**src/rtl/reg_file_sb.sv**
```systemverilog
// reg_file_sb
// Register file with a per-register pending (scoreboard) bit for the
// pipelined core. Decode reads two operands and their pending status through
// the combinational read ports. It marks a destination busy on issue.
// Writeback stores the result and clears the pending bit.
//
// Ports
//   clk             clock, all state updates on the rising edge
//   rst_n           synchronous active-low reset
//   raddr0/raddr1   read addresses
//   rdata0/rdata1   combinational read data (x0 reads as zero)
//   rbusy0/rbusy1   combinational pending status of the addressed register
//   iss_valid       an instruction with destination iss_addr issues this cycle
//   iss_addr        destination register of the issuing instruction
//   we/waddr/wdata  writeback port
//   nbusy           registered count of busy registers
//
// Build option
//   REG_FILE_BYPASS_EN  when defined, a read of the register being written
//                       back this cycle returns wdata and reports not-busy
//                       (unless the same register is re-issued this cycle).
//                       When undefined, reads see the pre-edge state.

module reg_file_sb #(
  parameter int XLEN  = 32,
  parameter int NREGS = 32,
  parameter int AW    = $clog2(NREGS)
) (
  input  logic            clk,
  input  logic            rst_n,
  input  logic [AW-1:0]   raddr0,
  input  logic [AW-1:0]   raddr1,
  output logic [XLEN-1:0] rdata0,
  output logic [XLEN-1:0] rdata1,
  output logic            rbusy0,
  output logic            rbusy1,
  input  logic            iss_valid,
  input  logic [AW-1:0]   iss_addr,
  input  logic            we,
  input  logic [AW-1:0]   waddr,
  input  logic [XLEN-1:0] wdata,
  output logic [AW:0]     nbusy
);

  logic [XLEN-1:0] regs_q [NREGS];
  logic [XLEN-1:0] regs_d [NREGS];
  logic [NREGS-1:0] busy_q, busy_d;
  logic [AW:0]      nbusy_q, nbusy_d;

  logic wr_ok;
  logic iss_ok;
  logic set_inc;
  logic clr_dec;

  // Writes and issues aimed at x0 are dropped here, so regs_q[0] and
  // busy_q[0] never leave their reset value of zero.
  assign wr_ok  = we && (waddr != '0);
  assign iss_ok = iss_valid && (iss_addr != '0);

  // nbusy moves by at most one per cycle. A register is counted in only when
  // it goes from idle to busy. It is counted out only when a busy register is
  // written back and not re-issued in the same cycle. Because each counter
  // step mirrors exactly one bit flip in busy_d, the count can never wrap.
  assign set_inc = iss_ok && !busy_q[iss_addr];
  assign clr_dec = wr_ok && busy_q[waddr] && !(iss_ok && (iss_addr == waddr));

  always_comb begin
    regs_d  = regs_q;
    busy_d  = busy_q;
    nbusy_d = nbusy_q;
    if (wr_ok) begin
      regs_d[waddr] = wdata;
      busy_d[waddr] = 1'b0;
    end
    // Issue is applied after writeback so a same-cycle issue wins.
    if (iss_ok) begin
      busy_d[iss_addr] = 1'b1;
    end
    nbusy_d = nbusy_q + {{AW{1'b0}}, set_inc} - {{AW{1'b0}}, clr_dec};
  end

  always_ff @(posedge clk) begin
    if (!rst_n) begin
      for (int i = 0; i < NREGS; i++) begin
        regs_q[i] <= '0;
      end
      busy_q  <= '0;
      nbusy_q <= '0;
    end else begin
      regs_q  <= regs_d;
      busy_q  <= busy_d;
      nbusy_q <= nbusy_d;
    end
  end

  assign nbusy = nbusy_q;

  // Read port 0
  always_comb begin
    rdata0 = regs_q[raddr0];
    rbusy0 = busy_q[raddr0];
`ifdef REG_FILE_BYPASS_EN
    if (wr_ok && (waddr == raddr0)) begin
      rdata0 = wdata;
      rbusy0 = iss_ok && (iss_addr == raddr0);
    end
`endif
    if (raddr0 == '0) begin
      rdata0 = '0;
      rbusy0 = 1'b0;
    end
  end

  // Read port 1
  always_comb begin
    rdata1 = regs_q[raddr1];
    rbusy1 = busy_q[raddr1];
`ifdef REG_FILE_BYPASS_EN
    if (wr_ok && (waddr == raddr1)) begin
      rdata1 = wdata;
      rbusy1 = iss_ok && (iss_addr == raddr1);
    end
`endif
    if (raddr1 == '0) begin
      rdata1 = '0;
      rbusy1 = 1'b0;
    end
  end

endmodule

```
**config.mk**
```make
export PLATFORM = sky130hd
export DESIGN_NAME = reg_file_sb
export DESIGN_NICKNAME = d
export VERILOG_FILES = /design/src/rtl/reg_file_sb.sv
export SDC_FILE = /design/constraint.sdc
export NUM_CORES = 2
export LEC_CHECK = 0
export BUFFER_PORTS_ARGS = -buffer_cell sky130_fd_sc_hd__buf_2
export CORE_UTILIZATION = 35
export CTS_BUF_LIST = sky130_fd_sc_hd__clkbuf_8
export CTS_CLUSTER_DIAMETER = 150
export DETAILED_ROUTE_END_ITERATION = 8
export GPL_TIMING_DRIVEN = 0
export SYNTH_ARGS = -nofsm -noshare
export SYNTH_HDL_FRONTEND = slang
export SYNTH_SLANG_ARGS = --single-unit
```
**constraint.sdc**
```tcl
create_clock -name clk -period 10.2 [get_ports clk]
set_input_delay 1.53 -clock clk [delete_from_list [all_inputs] [get_ports clk]]
set_output_delay 1.53 -clock clk [all_outputs]
set_load 0.02 [all_outputs]
```
==> results.sh <==
export IMPL_hold_viol_final=0
export IMPL_grt_ovfl_total=0
export IMPL_die_x_um=393.9
export IMPL_place_inst=8107
export IMPL_synth_top_family_by_area="multiplexers"
export IMPL_cts_resized=0
export IMPL_wire_per_inst_um=31.09
export IMPL_dr_first_iter_drc_count=7403
export IMPL_cpPeakStageDelay_ns=1.18
export IMPL_finalNonFillerCells=8446
export IMPL_core_area_um2=152300
export IMPL_max_slew_worst_pin_slew_ns=1.608
export IMPL_ys_seq_area_share_pct=39.55
export IMPL_maxCapViolCount=3
export IMPL_synthTopCellsByArea="dfxtp_1 40%, mux4_2 21%, nand2_1 14%, a21oi_1 9.2%, clkbuf_1 3.1%"
export IMPL_post_cts_buffers=0
export IMPL_cts_buffers=180
export IMPL_violations="max-capacitance violations, max-slew violations"
export IMPL_critPathKind="in -> out"
export IMPL_final_core_util_pct=39.88
export IMPL_clock_path_buffers=3
export IMPL_setup_viol=0
export IMPL_max_slew_margin_rel_pct=-7.174
export IMPL_dp_hpwl_mm=201.5
export IMPL_yosys_warnings=0
export IMPL_slew_violations=28
export IMPL_synth_edf_count=0
export IMPL_viasPerCell=6.118
export IMPL_fmax_mhz=132.3
export IMPL_crit_path_start_kind="input port"
export IMPL_irDropWorstVdd_uv=121.6
export IMPL_cp_max_fo=10
export IMPL_crit_top_cell="clkbuf_1"
export IMPL_dieHeight_um=393.9
export IMPL_vias=51670
export IMPL_synthFlopType="dfxtp_1"
export IMPL_skew_ns=0.01466
export IMPL_synthAdderAreaFrac_pct=0.1769
export IMPL_ios=128
export IMPL_yosysTopAreaCell="dfxtp_1"
export IMPL_cts_tree="built"
export IMPL_cts_hold_buf=0
export IMPL_ys_ff_latch=1062
export IMPL_dr_pass1_iters=6
export IMPL_die_area_um2=155100
export IMPL_final_common_cell="nand2_1"
export IMPL_endpoint_kind="output pin"
export IMPL_nets=6323
export IMPL_h_tree_depth=4
export IMPL_min_period_ns=7.561
export IMPL_syn_area_um2=53750
export IMPL_synthArstFlopShare_pct=0
export IMPL_ys_types=47
export IMPL_status="finished, violations left"
export IMPL_finalHoldWorstSlack_ns=0.4666
export IMPL_path_clk_slew_ns=0.06
export IMPL_drc=0
export IMPL_portBuffers=113
export IMPL_rows=143
export IMPL_required_ns=8.67
export IMPL_crit_arrival_ns=6.03
export IMPL_avgSynthCellArea_um2=9.013
export IMPL_p_per_area_nw_per_um2=154.7
export IMPL_p_leak_nw=20.14
export IMPL_initial_utilization_pct=35.30
export IMPL_clock_sinks=1062
export IMPL_setup_tns_ns=0
export IMPL_grt_pass1_wl_mm=360.9
export IMPL_rsz0062_at_grt="no"
export IMPL_synthXorXnorAreaFrac_pct=0.09776
export IMPL_drive_gt1_share_pct=18.16
export IMPL_drt_antenna_violating_nets=0
export IMPL_grt_usage_pct=32.82
export IMPL_synth_top_area_share_pct=39.55
export IMPL_hp_class="reg -> reg"
export IMPL_synth_nets=6027
export IMPL_finalWeightedCongestion=1.043
export IMPL_layout_common_cells="2,056 x nand2_1, 1,062 x dfxtp_1, 993 x a21oi_1"
export IMPL_grt_pass1_vias=47460
export IMPL_path_cells="clkbuf_1 > and2_1 > clkbuf_1 > buf_1 > a22oi_1 > nand3_1 > and3_1 > buf_2"
export IMPL_antenna_found_initial=27
export IMPL_synthCells=5964
export IMPL_path_buf_inv=4
export IMPL_area_growth_pct=12.96
export IMPL_crit_family="buffers and inverters"
export IMPL_min_period_over_period_pct=74.13
export IMPL_synth_compound_area_share_pct=13.59
export IMPL_synthMuxAreaShare_pct=24.67
export IMPL_routed_wl_mm=262.6
export IMPL_synth_simple_area_share_pct=16.72
export IMPL_grt_max_degree=17
export IMPL_root_buffer="clkbuf_8"
export IMPL_crit_path_top_delay_cell="clkbuf_1"
export IMPL_total_power_w=0.009392
export IMPL_clk_latency_ns=0.96
[worst paths after layout]
kind | slack, ns | from | end | cells after the start
hold / removal | 0.47 | regs_q[446] | regs_q[446] | 2
setup / recovery | 2.64 | raddr1[2] | rdata1[18] | 8
hold reg to reg | 0.47 | regs_q[446] | regs_q[446] | 2
setup reg to reg | 7.02 | busy_q[3] | nbusy[4] | 13
[area by class of cell]
cell class / instances / area (um2)
Antenna cell: 13 / 32.53
Buffer: 612 / 2641
Clock buffer: 244 / 3358
Clock inverter: 81 / 446.7
Fill cell: 15420 / 91550
Inverter: 42 / 157.7
Multi-Input combinational cell: 4248 / 29700
Sequential cell: 1062 / 21260
Tap cell: 2030 / 2540
Timing Repair Buffer: 114 / 580.6
[per-layer routing]
metal | GRT usage [%] | up-vias | share of wire (%)
li1 | - | 21650 | -
met1 | 41.79 | 25270 | 37
met2 | 46.68 | 3940 | 41
met3 | 12.33 | 806 | 15
met4 | 20.43 | 8 | 7.0
met5 | 0 | - | 0.021
[metrics by stage]
| stage | area (um2) | setup slack (ns) |
|---|---|---|
| floorplan | 53750 | 5.393 |
| global placement | 56860 | 3.104 |
| detailed placement | 56860 | 3.133 |
| CTS | 60670 | 3.117 |
| global route | 60690 | 2.949 |
| finish | 60720 | 2.639 |
[worst reg2reg max path: cells and delay by family, from the launching register on]
family	cells	cell delay (ns)
AOI/OAI and AO/OA	5	0.87
and+or+nand+nor	2	0.23
muxes	1	0.56
adders and majority gates	3	0.88
DFF	1	0.38
buffers and inverters	2	0.12
[where the power goes]
group	switching (W)	total [W]	internal [W]
combinational	0.000753	0.00102	0.000264
clock	0.00196	0.00416	0.00220
sequential	0.0000311	0.00422	0.00419
total	0.00274	0.00939	0.00665
[synthesized netlist by cell type (2+ instances only)]
master    instances
a211o_1          33
a221oi_1         66
a22o_1           32
clkbuf_1        442
a21boi_0          2
o21ai_0           2
a22oi_1          70
nand3_1          36
or3_1             3
nand4_1           3
xor2_1            4
or3b_1            2
buf_4            10
inv_2            30
mux4_2          512
a21oi_1         993
and3_1           38
nor3_1            7
nand2_1        2056
and2_1           37
inv_1            12
a21o_1            3
xnor2_1           2
nor3b_1           9
or3b_2            3
buf_1            10
and3b_1           8
ha_1              6
buf_6            18
dfxtp_1        1062
o221ai_1         65
nor2b_1           5
nand3b_1          6
nor2_1           70
buf_2           132
mux2_2           64
mux2i_1         101
[registers in the layout (all words and copies together) (netlist names)]
signal / flops
regs_q: 1024
busy_q: 32
nbusy: 6
[logic make-up (layout without fill, tap and decap cells)]
group           count (synthesis)  count (layout)
simple gates                 2286            2286
compound gates               1272            1272
flops                        1062            1062
mux                           677             677
buf+inv                       654            1093
fa+ha+maj                       7               7
xor+xnor                        6               6
other cells                     0              13
(Power assumes the default switching activity.)
